### src/rtl/riscv_pkg.sv
// Shared RV32 definitions for the iterative divide unit: op encodings,
// controller state enum and the default datapath width.
package riscv_pkg;

  localparam int unsigned XLEN_DEFAULT = 32;

  typedef enum logic [1:0] {
    DIV_OP_DIV  = 2'b00,
    DIV_OP_DIVU = 2'b01,
    DIV_OP_REM  = 2'b10,
    DIV_OP_REMU = 2'b11
  } div_op_e;

  typedef enum logic [1:0] {
    IDLE = 2'b00,
    CALC = 2'b01,
    FIN  = 2'b10
  } div_state_e;

endpackage

### src/rtl/div_unit_if.sv
// Issue-side handshake and write-back bundle of div_unit; master is the
// issue/regfile side, slave is the divider.
interface div_unit_if #(
  parameter int unsigned XLEN = riscv_pkg::XLEN_DEFAULT
) ();
  logic            start;
  logic            kill;
  logic [1:0]      op;
  logic [4:0]      rd_in;
  logic [XLEN-1:0] rs1_data;
  logic [XLEN-1:0] rs2_data;
  logic            busy;
  logic            done;
  logic [4:0]      rd_out;
  logic            we;
  logic [XLEN-1:0] write_data;

  modport master (
    output start, kill, op, rd_in, rs1_data, rs2_data,
    input  busy, done, rd_out, we, write_data
  );

  modport slave (
    input  start, kill, op, rd_in, rs1_data, rs2_data,
    output busy, done, rd_out, we, write_data
  );
endinterface

### src/rtl/div_unit_step.sv
// One radix-2 restoring step: shift in the next dividend bit and subtract
// the divisor when the partial remainder stays non-negative.
module div_step #(
  parameter int unsigned XLEN = riscv_pkg::XLEN_DEFAULT
) (
  input  logic [XLEN-1:0] rem_i,
  input  logic [XLEN-1:0] divisor_i,
  input  logic            dvd_bit_i,
  output logic [XLEN-1:0] rem_o,
  output logic            quo_bit_o
);
  logic [XLEN:0] shifted;
  logic [XLEN:0] diff;

  always_comb begin
    shifted   = {rem_i, dvd_bit_i};
    diff      = shifted - {1'b0, divisor_i};
    quo_bit_o = ~diff[XLEN];
    rem_o     = quo_bit_o ? diff[XLEN-1:0] : shifted[XLEN-1:0];
  end
endmodule

### src/rtl/div_unit.sv
// Iterative RV32M DIV/DIVU/REM/REMU unit, one quotient bit per cycle.
// Define DIV_EARLY_OUT_EN to short-circuit divide-by-zero and signed overflow.
module div_unit
  import riscv_pkg::*;
#(
  parameter int unsigned XLEN = XLEN_DEFAULT
) (
  input  logic       clk,
  input  logic       rst,
  div_unit_if.slave  bus
);
  localparam int unsigned CW = $clog2(XLEN);

  div_state_e      state_q;
  div_op_e         op_q;
  logic [4:0]      rd_q;
  logic [XLEN-1:0] dvd_q;
  logic [XLEN-1:0] dvs_q;
  logic [XLEN-1:0] quo_q;
  logic [XLEN-1:0] rem_q;
  logic            neg_q;
  logic [CW-1:0]   cnt_q;
  logic            done_q;
  logic            we_q;
  logic [XLEN-1:0] wdata_q;

  logic [XLEN-1:0] rem_d;
  logic            qbit_d;

  div_op_e         op_in;
  logic            sgn_in;
  logic            neg_in;
  logic [XLEN-1:0] abs1;
  logic [XLEN-1:0] abs2;
  logic [XLEN-1:0] res_quo;
  logic [XLEN-1:0] res_rem;
  logic            is_rem_q;

  always_comb begin
    op_in  = div_op_e'(bus.op);
    sgn_in = (op_in == DIV_OP_DIV) || (op_in == DIV_OP_REM);
    abs1   = (sgn_in && bus.rs1_data[XLEN-1]) ? -bus.rs1_data : bus.rs1_data;
    abs2   = (sgn_in && bus.rs2_data[XLEN-1]) ? -bus.rs2_data : bus.rs2_data;
    if (op_in == DIV_OP_REM || op_in == DIV_OP_REMU)
      neg_in = sgn_in && bus.rs1_data[XLEN-1];
    else
      neg_in = sgn_in && (bus.rs1_data[XLEN-1] ^ bus.rs2_data[XLEN-1]);
  end

`ifdef DIV_EARLY_OUT_EN
  logic div0_in;
  logic ovf_in;
  always_comb begin
    div0_in = (bus.rs2_data == '0);
    ovf_in  = sgn_in && (bus.rs1_data == {1'b1, {(XLEN-1){1'b0}}}) &&
              (bus.rs2_data == '1);
  end
`endif

  // A zero divisor leaves the dividend in rem_q, so only the quotient needs
  // forcing; signed overflow already falls out of the magnitude datapath.
  always_comb begin
    is_rem_q = (op_q == DIV_OP_REM) || (op_q == DIV_OP_REMU);
    res_rem  = neg_q ? -rem_q : rem_q;
    if (dvs_q == '0)
      res_quo = '1;
    else
      res_quo = neg_q ? -quo_q : quo_q;
  end

  div_step #(.XLEN(XLEN)) u_step (
    .rem_i     (rem_q),
    .divisor_i (dvs_q),
    .dvd_bit_i (dvd_q[XLEN-1]),
    .rem_o     (rem_d),
    .quo_bit_o (qbit_d)
  );

  always_ff @(posedge clk) begin
    if (rst) begin
      state_q <= IDLE;
      op_q    <= DIV_OP_DIV;
      rd_q    <= '0;
      dvd_q   <= '0;
      dvs_q   <= '0;
      quo_q   <= '0;
      rem_q   <= '0;
      neg_q   <= 1'b0;
      cnt_q   <= '0;
      done_q  <= 1'b0;
      we_q    <= 1'b0;
      wdata_q <= '0;
    end else begin
      done_q <= 1'b0;
      we_q   <= 1'b0;
      unique case (state_q)
        IDLE: begin
          if (bus.start && !bus.kill) begin
            op_q    <= op_in;
            rd_q    <= bus.rd_in;
            dvd_q   <= abs1;
            dvs_q   <= abs2;
            neg_q   <= neg_in;
            quo_q   <= '0;
            rem_q   <= '0;
            cnt_q   <= '0;
            state_q <= CALC;
`ifdef DIV_EARLY_OUT_EN
            if (div0_in || ovf_in) begin
              rem_q   <= div0_in ? abs1 : '0;
              quo_q   <= abs1;
              state_q <= FIN;
            end
`endif
          end
        end
        CALC: begin
          if (bus.kill) begin
            state_q <= IDLE;
          end else begin
            rem_q <= rem_d;
            quo_q <= {quo_q[XLEN-2:0], qbit_d};
            dvd_q <= {dvd_q[XLEN-2:0], 1'b0};
            cnt_q <= cnt_q + 1'b1;
            if (cnt_q == CW'(XLEN-1))
              state_q <= FIN;
          end
        end
        FIN: begin
          if (bus.kill) begin
            state_q <= IDLE;
          end else begin
            wdata_q <= is_rem_q ? res_rem : res_quo;
            done_q  <= 1'b1;
            we_q    <= (rd_q != '0);
            state_q <= IDLE;
          end
        end
        default: state_q <= IDLE;
      endcase
    end
  end

  assign bus.busy       = (state_q != IDLE);
  assign bus.done       = done_q;
  assign bus.we         = we_q;
  assign bus.rd_out     = rd_q;
  assign bus.write_data = wdata_q;

endmodule

### src/flat_wrapper.sv
// flat-port wrapper written by rule: the top's interface ports become plain ports
module div_unit_flat import riscv_pkg::*;
#(
  parameter int unsigned XLEN = XLEN_DEFAULT
)
  (clk, rst, bus_start, bus_kill, bus_op, bus_rd_in, bus_rs1_data, bus_rs2_data, bus_busy, bus_done, bus_rd_out, bus_we, bus_write_data);
  div_unit_if #(.XLEN(XLEN)) bus_i ();
  input  logic clk;
  input  logic rst;
  input wire logic [$bits(bus_i.start)-1:0] bus_start;
  input wire logic [$bits(bus_i.kill)-1:0] bus_kill;
  input wire logic [$bits(bus_i.op)-1:0] bus_op;
  input wire logic [$bits(bus_i.rd_in)-1:0] bus_rd_in;
  input wire logic [$bits(bus_i.rs1_data)-1:0] bus_rs1_data;
  input wire logic [$bits(bus_i.rs2_data)-1:0] bus_rs2_data;
  output wire logic [$bits(bus_i.busy)-1:0] bus_busy;
  output wire logic [$bits(bus_i.done)-1:0] bus_done;
  output wire logic [$bits(bus_i.rd_out)-1:0] bus_rd_out;
  output wire logic [$bits(bus_i.we)-1:0] bus_we;
  output wire logic [$bits(bus_i.write_data)-1:0] bus_write_data;
  assign bus_i.start = bus_start;
  assign bus_i.kill = bus_kill;
  assign bus_i.op = bus_op;
  assign bus_i.rd_in = bus_rd_in;
  assign bus_i.rs1_data = bus_rs1_data;
  assign bus_i.rs2_data = bus_rs2_data;
  assign bus_busy = bus_i.busy;
  assign bus_done = bus_i.done;
  assign bus_rd_out = bus_i.rd_out;
  assign bus_we = bus_i.we;
  assign bus_write_data = bus_i.write_data;
  div_unit #(.XLEN(XLEN)) u_core (.clk(clk), .rst(rst), .bus(bus_i));
endmodule
### config.mk
export PLATFORM = sky130hd
export DESIGN_NAME = div_unit_flat
export DESIGN_NICKNAME = d
export VERILOG_FILES = /design/src/rtl/riscv_pkg.sv /design/src/rtl/div_unit_if.sv /design/src/rtl/div_unit_step.sv /design/src/rtl/div_unit.sv /design/src/flat_wrapper.sv
export SDC_FILE = /design/constraint.sdc
export NUM_CORES = 1
export LEC_CHECK = 0
export BUFFER_PORTS_ARGS = -buffer_cell sky130_fd_sc_hd__buf_2
export CORE_UTILIZATION = 50
export CTS_BUF_LIST = sky130_fd_sc_hd__clkbuf_4 sky130_fd_sc_hd__clkbuf_8 sky130_fd_sc_hd__clkbuf_16
export DETAILED_ROUTE_END_ITERATION = 8
export GPL_TIMING_DRIVEN = 1
export PLACE_DENSITY = 0.8
export REMOVE_ABC_BUFFERS = 1
export SYNTH_ARGS = -nofsm -noshare
export SYNTH_HDL_FRONTEND = slang
export SYNTH_HIERARCHICAL = 1
export SYNTH_SLANG_ARGS = --single-unit
export TNS_END_PERCENT = 20
### constraint.sdc
create_clock -name clk -period 3.4 [get_ports clk]
set_input_delay 0.34 -clock clk [delete_from_list [all_inputs] [get_ports clk]]
set_output_delay 0.34 -clock clk [all_outputs]
set_load 0.05 [all_outputs]
Word level (Yosys, flattened, before mapping)
Cells that the tools add are included.
{"block": "word_totals", "reg_bits": 177, "elab_cells": 76, "inputBits": 75, "output_inout_bits": 40}
{"block": "op_classes", "reduce_logical": 20, "bitwise_logic": 4, "eq_ne": 10, "add_sub_neg": 6, "n_mux": 24}
{"op": "$mux W32", "n": 12}
{"op": "$pmux W32 S2", "n": 3}
{"op": "$neg A32 Y32", "n": 4}
{"op": "$sub A33 B32 Y33", "n": 1}
{"op": "$logic_not A32 Y1", "n": 1}
{"op": "$eq A2 B2 Y1 const B", "n": 5}
{"op": "$mux W5", "n": 2}
{"op": "$pmux W5 S2", "n": 1}
{"op": "$mux W2", "n": 3}
{"op": "$reduce_and A2 Y1", "n": 3}
{"op": "$add A5 B1 Y5 const B", "n": 1}
{"op": "$eq A5 B5 Y1 const B", "n": 1}
{"op": "$reduce_bool A5 Y1", "n": 1}
{"op": "$logic_and A1 B1 Y1", "n": 4}
{"op": "$logic_not A2 Y1", "n": 2}
{"op": "$pmux W2 S2", "n": 1}
{"op": "$reduce_bool A2 Y1", "n": 2}
{"op": "$logic_or A1 B1 Y1", "n": 3}
{"op": "$ne A3 B2 Y1 const B", "n": 1}
{"op": "$not A1 Y1", "n": 3}
{"op": "$reduce_and A3 Y1", "n": 1}
{"op": "$reduce_or A3 Y1", "n": 1}
{"op": "$eq A2 B1 Y1 const B", "n": 1}
{"op": "$mux W1", "n": 2}
{"op": "other kinds (5)", "n": 5}

Logic depth before layout (Yosys ltp)
Gate-level depths: netlist (run 1).
{"block": "depth", "ltp_word": 6, "mapped_depth": 16, "mapped_depth_nobuf": 15}

By module
The synthesis (run 1) kept the hierarchy.
{"module": "div_unit", "seq_area_each_um2": 3523.4, "cells_per_inst": 1208, "area_per_inst_um2": 9481.6, "n_inst": 1}
{"module": "div_step", "seq_area_each_um2": 0.0, "cells_per_inst": 311, "area_per_inst_um2": 2255.9, "n_inst": 1}

Least setup slack after synthesis (run 1)
OpenSTA, ideal clock, no wires.
{"block": "synth_timing", "kind": "register to register", "from": "register u_core.dvd_q[31]", "to": "register u_core.rem_q[13]", "arrival_time_ps": 2968, "setup_ps": 132, "required_time_ps": 3268, "synth_period_minus_slack_ps": 3100, "setup_slack_ps": 300, "path_stages_with_launch": 17, "n_path_buf": 1, "cell_sequence": "dfxtp_1 -> inv_1 -> ha_1 -> fa_1 -> and2b_1 -> o2111ai_1 -> a21oi_2 -> o2111ai_1 -> a211oi_2 -> nor2_2 -> mux2i_1 -> and2_4 -> inv_2 -> buf_6 -> mux2_4 -> nand3_1 -> a21oi_1"}
{"block": "synth_via", "elab_chain_cells": 4}
{"element": "start, declared", "line": "div_unit.sv:17", "text": "logic [XLEN-1:0] dvd_q;"}
{"element": "start signal, assigned", "line": "div_unit.sv:101", "text": "dvd_q <= abs1;"}
{"element": "start signal, assigned", "line": "div_unit.sv:123", "text": "dvd_q <= {dvd_q[XLEN-2:0], 1'b0};"}
{"element": "$sub A33 B32 Y33", "line": "div_unit_step.sv:17", "text": "diff = shifted - {1'b0, divisor_i};"}
{"element": "$mux W32", "line": "div_unit_step.sv:19", "text": "rem_o = quo_bit_o ? diff[XLEN-1:0] : shifted[XLEN-1:0];"}
{"element": "net u_core.rem_d[13]", "line": "div_unit.sv:27", "text": "logic [XLEN-1:0] rem_d;"}
{"element": "$mux W32", "line": "div_unit.sv:118", "text": "if (bus.kill) begin"}
{"element": "$pmux W32 S2", "line": "div_unit.sv:96", "text": "unique case (state_q)"}
{"element": "end signal, assigned", "line": "div_unit.sv:121", "text": "rem_q <= rem_d;"}
{"element": "end, declared", "line": "div_unit.sv:20", "text": "logic [XLEN-1:0] rem_q;"}
The timed path passes the listed nets, and every way through them passes these cells. The select of a mux whose other input is x is not followed.
A chain may end at the register's enable or synchronous reset.

Worst setup path after layout (run 1)
{"block": "layout_timing", "from": "register u_core.dvs_q[19]", "to": "register u_core.rem_q[4]"}
{"block": "layout_via", "elab_chain_cells": 4}
{"element": "start, declared", "line": "div_unit.sv:18", "text": "logic [XLEN-1:0] dvs_q;"}
{"element": "start signal, assigned", "line": "div_unit.sv:102", "text": "dvs_q <= abs2;"}
{"element": "$sub A33 B32 Y33", "line": "div_unit_step.sv:17"}
{"element": "$mux W32", "line": "div_unit_step.sv:19"}
{"element": "net u_core.rem_d[4]", "line": "div_unit.sv:27"}
{"element": "$mux W32", "line": "div_unit.sv:118"}
{"element": "$pmux W32 S2", "line": "div_unit.sv:96"}
The timed path passes the listed nets, and every way through them passes these cells. The select of a mux whose other input is x is not followed.

==> impl_metrics.yaml, run 1 <==
finish:
  antennaDiodeCount: 0
  final_layout_size_suffix_gt1_share_pct: 15.2
  area_growth_pct: 13.1
  post-route-util_pct: 58.1
  final_common_cell: "dfxtp_1"
  final_cells: 1916
  final_cell_mix: "175 x dfxtp_1, 154 x a21oi_1, 149 x nor2_1"
  finish.net_count: 1704
timing:
  whs_ps: 141
  fmax_mhz: 308
  period_share_pct: 95.6
  setup_slack_ps: 150
  finClkSkew_ps: 12.6
  final_hold_viol_count: 0
  setup_viol: 0
  tightest_slew_ps: 946
  finalMaxSlewViolations: 0
  slew_headroom_pct: 36.8
  rsz0062_at_grt: "false"
  tns_ps: 0
  finalCriticalPeriod_ps: 3250
clock_tree:
  h-tree-depth: 4
  tritoncts: "yes"
  clock_sinks: 176
  ctsLongestPathBuffers: 2
  numCtsBuffers: 17
  clk_latency_ps: 440
  cts_hold_buf: 0
  root_buffer: "clkbuf_16"
  clk_pin_slew_ps: 70
flow_run:
  drv_cap: 0
pwr:
  p_leak_nw: 5.45
  powerDensity_mw_per_mm2: 374
  vdd_drop_max_v: 0.000243
critical_path:
  critPathMaxStageDelay_ps: 370
  critPathRequiredTime_ps: 3700
  start_kind: "flop"
  worst-path-max-fanout: 11
  rrSetupSlack_ps: 150
  worstPathCellList: "inv_1 > ha_1 > and3_1 > and3_1 > a221o_1 > a21oi_1 > a211oi_2 > nor2_2 > mux2i_2 > and2_4 > clkinv_8 > mux2_1 > nand3_1 > a21oi_1"
  critPathArrivalTime_ps: 3550
  crit_type: "flop to flop"
  cpMaxStageDelayCell: "dfxtp_1"
  end_kind: "flop"
detailed_routing:
  highest_layer: "met4"
  wl_per_cell_um: 16.6
  drtIter0Drc: 959
  viasPerCell: 6.06
  wl_met3_um: 2160
  wl_met2_um: 14400
  ant_nets: 0
  met1Wirelength_um: 14900
  wl_um: 31800
  drc: 0
  firstDrtPassIters: 8
  vias: 11600
synthesis:
  synthCells: 1519
  synth-seq-cells: 176
  async_reset_ff_share_pct: 0
  netlist_area_mm2: 0.0117
  synth-edff-count: 0
  yosysUniqueCellTypes: 78
  ys_seq_area_share_pct: 30.0
  ys.flop_type: "dfxtp_1"
  avgSynthCellArea_um2: 7.73
  synth_warnings: 6
global_route:
  grt_pass1_wl_um: 51800
  overflow: 0
  gr-usage-all-layers_pct: 26.1
  antenna_found_initial: 0
  grt_max_degree: 87
  grt_pass1_vias: 10400
floorplan:
  start_util_pct: 51.4
  dieWidth_um: 155
  fp.dieH_um: 155
  num_io_pins: 115
  die_area_mm2: 0.0241
  rows: 55
  coreArea_mm2: 0.0228
placed_design:
  placedCellCount: 1882
  io_buffers: 114
  dpl.hpwl_um: 22300
  post-place-ws_ps: -141
  gp_congestion: 0.915
status:
  outcome: "finished clean"
worst_hold_path:
  worstHoldPathType: "input pin to flop"
[Yosys cell counts (all sizes together), types with 33 or more instances]
| library cell | number | share of area, % |
|---|---|---|
| o21ai | 69 | 2.9 |
| nand3 | 67 | 2.9 |
| nor2 | 150 | 4.8 |
| nor3 | 44 | 1.9 |
| xor2 | 68 | 5.1 |
| a21oi | 156 | 6.7 |
| clkbuf | 97 | 3.1 |
| nand2 | 106 | 3.4 |
| dfxtp | 176 | 30 |
| ha | 38 | 4.1 |
| a211oi | 36 | 2.3 |
| and3 | 41 | 2.2 |
| o31ai | 33 | 2.3 |
| xnor2 | 68 | 5.1 |
| inv | 48 | 1.5 |
[per-stage QoR]
step	cell area [µm²]	total power, mW
after global placement	12700	3.04
after floorplan	11300	2.77
after CTS	13200	4.99
after global routing	13300	5.18
after detailed placement	12700	3.06
final	13300	4.97
[critical path: cells and delay by family, from the launching register on]
family	cells	cell delay, ps
AO/OA/AOI/OAI	4	690
buffers and inverters	2	210
flip-flops	1	370
AND/OR/NAND/NOR	5	910
multiplexers	2	570
adder cells (fa/ha/maj)	1	370
[final timing paths]
kind,startpoint,end,depth (start not counted)
hold reg to reg,u_core/bus.write_data[3]$_SDFFE_PP0P_,u_core/bus.write_data[3]$_SDFFE_PP0P_,2
setup / recovery,u_core/dvs_q[19]$_SDFFE_PP0P_,u_core/rem_q[4]$_SDFFE_PP0P_,14
setup reg to reg,u_core/dvs_q[19]$_SDFFE_PP0P_,u_core/rem_q[4]$_SDFFE_PP0P_,14
hold / removal,bus_rd_in[3],u_core/bus.rd_out[3]$_SDFFE_PP0P_,3
[power by group]
group,total [mW],switching (mW),internal [mW]
Sequential,2.18,0.0481,2.13
Combinational,0.863,0.539,0.324
Clock,1.93,0.850,1.08
[cell type report]
cell class                      instances  area (µm²)
Multi-Input combinational cell       1184        7630
Fill cell                            2122        9570
Inverter                               49         196
Sequential cell                       176        3520
Timing Repair inverter                  1        8.76
Timing Repair Buffer                  161         951
Clock buffer                           21         474
Clock inverter                         11         104
Tap cell                              313         392
[flip-flops by register name, indices dropped and copies added (netlist names)]
| name | cells |
|---|---|
| u_core/bus.write_data | 32 |
| u_core/dvd_q | 32 |
| u_core/dvs_q | 32 |
| u_core/quo_q | 32 |
| u_core/rem_q | 32 |
| u_core/bus.rd_out | 5 |
| u_core/cnt_q | 5 |
| u_core/state_q | 2 |
| u_core/bus.done | 1 |
| u_core/bus.we | 1 |
| u_core/neg_q | 1 |
| u_core/op_q | 1 |
[metal layers]
metal  vias up  global-route usage (%)
met5         -                       0
met4         0                    7.28
met3        30                    3.54
met2       464                    41.1
met1      5454                    37.1
li1       5665                       -
[kinds of logic after synthesis]
group,Yosys count,share of synthesized area (%)
AO/OA/AOI/OAI,433,23.7
AND/OR/NAND/NOR,549,23.5
adder cells (fa/ha/maj),39,4.22
multiplexers,27,3.13
XOR/XNOR,136,10.1
flip-flops,176,30.0
buffers and inverters,159,5.31
[timing repair]
| action | CTS | global route |
|---|---|---|
| resized for setup | 1 | 6 |
| endpoints found under the setup margin | 21 | 21 |
| gates cloned | 0 | 1 |
| setup buffers | 0 | 1 |
| pin swaps | 0 | 2 |
(Power assumes the default switching activity.)
==> inputs of run 2 (changes only) <==
--- a/config.mk
+++ b/config.mk
@@ -7,7 +7,7 @@
 export LEC_CHECK = 0
 export BUFFER_PORTS_ARGS = -buffer_cell sky130_fd_sc_hd__buf_2
 export CORE_UTILIZATION = 50
-export CTS_BUF_LIST = sky130_fd_sc_hd__clkbuf_4 sky130_fd_sc_hd__clkbuf_8 sky130_fd_sc_hd__clkbuf_16
+export CTS_BUF_LIST = sky130_fd_sc_hd__clkbuf_8 sky130_fd_sc_hd__clkbuf_16
 export DETAILED_ROUTE_END_ITERATION = 8
 export GPL_TIMING_DRIVEN = 1
 export PLACE_DENSITY = 0.8
==> constraint.sdc (replaced) <==
create_clock -name clk -period 3.99 [get_ports clk]
set_input_delay 0.399 -clock clk [delete_from_list [all_inputs] [get_ports clk]]
set_output_delay 0.399 -clock clk [all_outputs]
set_load 0.05 [all_outputs]
==> run 2 against run 1 <==
  * Die area unchanged
  * Sequential share of layout area increased by 0.46 points
  * First-iteration DRC count increased by 8.0%
  * Final cell count decreased by 1.5%
  * Non-clock buffer count decreased by 27
  * Clock-buffer cell count decreased by 2
  * Routed wire length decreased by 3.0%
  * Power decreased by 14%
  * Setup slack improved by 120 ps
  * Critical path depth increased by 1
  * Register-to-register slack improved by 120 ps
  * Critical path type unchanged
  * Highest routed layer unchanged
==> impl_metrics.yaml, run 2 (synthesis results as in run 1) <==
finish:
  multi_input_area_mm2: 0.00761
  antennaDiodeCount: 0
  n_fill_cell: 2148
  final_cell_mix: "175 x dfxtp_1, 155 x a21oi_1, 149 x nor2_1"
  seqCellArea_mm2: 0.00352
  final_common_cell: "dfxtp_1"
  area_growth_pct: 11.2
  final_layout_size_suffix_gt1_share_pct: 13.4
  finish.net_count: 1676
detailed_routing:
  drtIter0Drc: 1036
  wl_per_cell_um: 16.3
  viasPerCell: 6.08
  firstDrtPassIters: 5
  vias: 11500
  wl_met2_um: 13800
  drc: 0
  wl_met3_um: 2160
  ant_nets: 0
  wl_um: 30800
  met1Wirelength_um: 14500
  highest_layer: "met4"
global_route:
  overflow: 0
  grt_max_degree: 94
  grt_pass1_vias: 10100
  gr-usage-all-layers_pct: 25.5
  antenna_found_initial: 0
  grt_pass1_wl_um: 50200
clock_tree:
  cts_hold_buf: 0
  clk_pin_slew_ps: 70
  post_cts_buffers: 0
  tritoncts: "yes"
  ctsResizeCount: 0
  root_buffer: "clkbuf_16"
  ctsLongestPathBuffers: 2
  clk_latency_ps: 440
  h-tree-depth: 4
  clock_sinks: 176
  numCtsBuffers: 17
placed_design:
  dpl.hpwl_um: 21600
  gp_congestion: 0.917
  post-place-ws_ps: 345
  io_buffers: 114
floorplan:
  die_area_mm2: 0.0241
  coreArea_mm2: 0.0228
  dieWidth_um: 155
  start_util_pct: 51.4
  num_io_pins: 115
  rows: 55
  fp.dieH_um: 155
critical_path:
  worst-path-max-fanout: 15
  crit_type: "flop to flop"
  critPathArrivalTime_ps: 4000
  end_kind: "flop"
  critPathRequiredTime_ps: 4270
  start_kind: "flop"
timing:
  finalCriticalPeriod_ps: 3720
  tightest_slew_ps: 1100
  finClkSkew_ps: 10.2
  rsz0062_at_grt: "false"
  setup_viol: 0
  final_hold_viol_count: 0
  setup_slack_ps: 274
  period_share_pct: 93.1
  slew_headroom_pct: 26.6
  fmax_mhz: 269
  finalMaxSlewViolations: 0
status:
  outcome: "finished clean"
flow_run:
  drv_cap: 0
pwr:
  vdd_drop_max_v: 0.000223
  p_leak_nw: 5.32
  powerDensity_mw_per_mm2: 328
  power_mw: 4.28
worst_hold_path:
  worstHoldPathType: "input pin to flop"
-- run 2: cell count changes in the layout (fill, tap and decap cells not counted), sizes merged --
cell      before  now
bufinv         1    2
inv           51   54
clkbuf        21   19
buf          161  134
clkinv         5    3
clkinvlp       4    3
-- run 2: path summary, 6_finish.rpt --
check	start	endpoint	slack [ps]	cells past startpoint
worst max register to register	u_core/rem_q[0]$_SDFFE_PP0P_	u_core/rem_q[4]$_SDFFE_PP0P_	270	15
worst max-delay path	u_core/rem_q[0]$_SDFFE_PP0P_	u_core/rem_q[4]$_SDFFE_PP0P_	270	15
worst min-delay path	bus_rd_in[3]	u_core/bus.rd_out[3]$_SDFFE_PP0P_	190	3
worst min register to register	u_core/bus.write_data[7]$_SDFFE_PP0P_	u_core/bus.write_data[7]$_SDFFE_PP0P_	450	1
-- run 2: where the power goes --
| part | switching [mW] | internal (mW) | total, mW | leakage, nW |
|---|---|---|---|---|
| clock | 0.748 | 0.968 | 1.72 | 0.290 |
| sequential | 0.0444 | 1.81 | 1.86 | 1.43 |
| combinational | 0.445 | 0.265 | 0.710 | 3.60 |
-- run 2: critical path, cell delays in order, from the launching register on --
cell and delay [ps]:
dfxtp_1 450, inv_1 100, fa_1 470, and2b_1 250, o2111ai_1 150, a21oi_2 220, o2111ai_1 230, a211oi_2 290
nor2_2 100, mux2i_1 210, and2_4 280, inv_2 150, buf_12 190, mux2_1 310, nand3_1 70, a21oi_1 80
-- run 2: area by class of cell --
type	count	area share, %
Multi-Input combinational cell	1184	58.3
Sequential cell	176	27.0
Timing Repair Buffer	134	5.64
Clock buffer	19	3.47
Tap cell	313	3.00
Inverter	49	1.41
Clock inverter	13	1.15
-- run 2: metrics by stage --
| stage | cell area, µm² | hold slack, ps | setup TNS, ps | utilization, % | std cells |
|---|---|---|---|---|---|
| detailed placement | 12500 | 437 | 0 | 54.5 | 1856 |
| CTS | 13100 | 181 | 0 | 57.1 | 1888 |
| finish | 13100 | 190 | 0 | 57.1 | 1888 |
| global placement | 12500 | 429 | 0 | 54.5 | 1856 |
| global route | 13100 | 189 | 0 | 57.1 | 1888 |
| floorplan | 11300 | 426 | -224420 | - | 1409 |
-- run 2: layer usage --
layer	vias to the layer above	global-route usage (%)
met5	-	0
met4	0	6.58
met3	31	3.96
met2	447	39.7
met1	5393	36.5
li1	5613	-
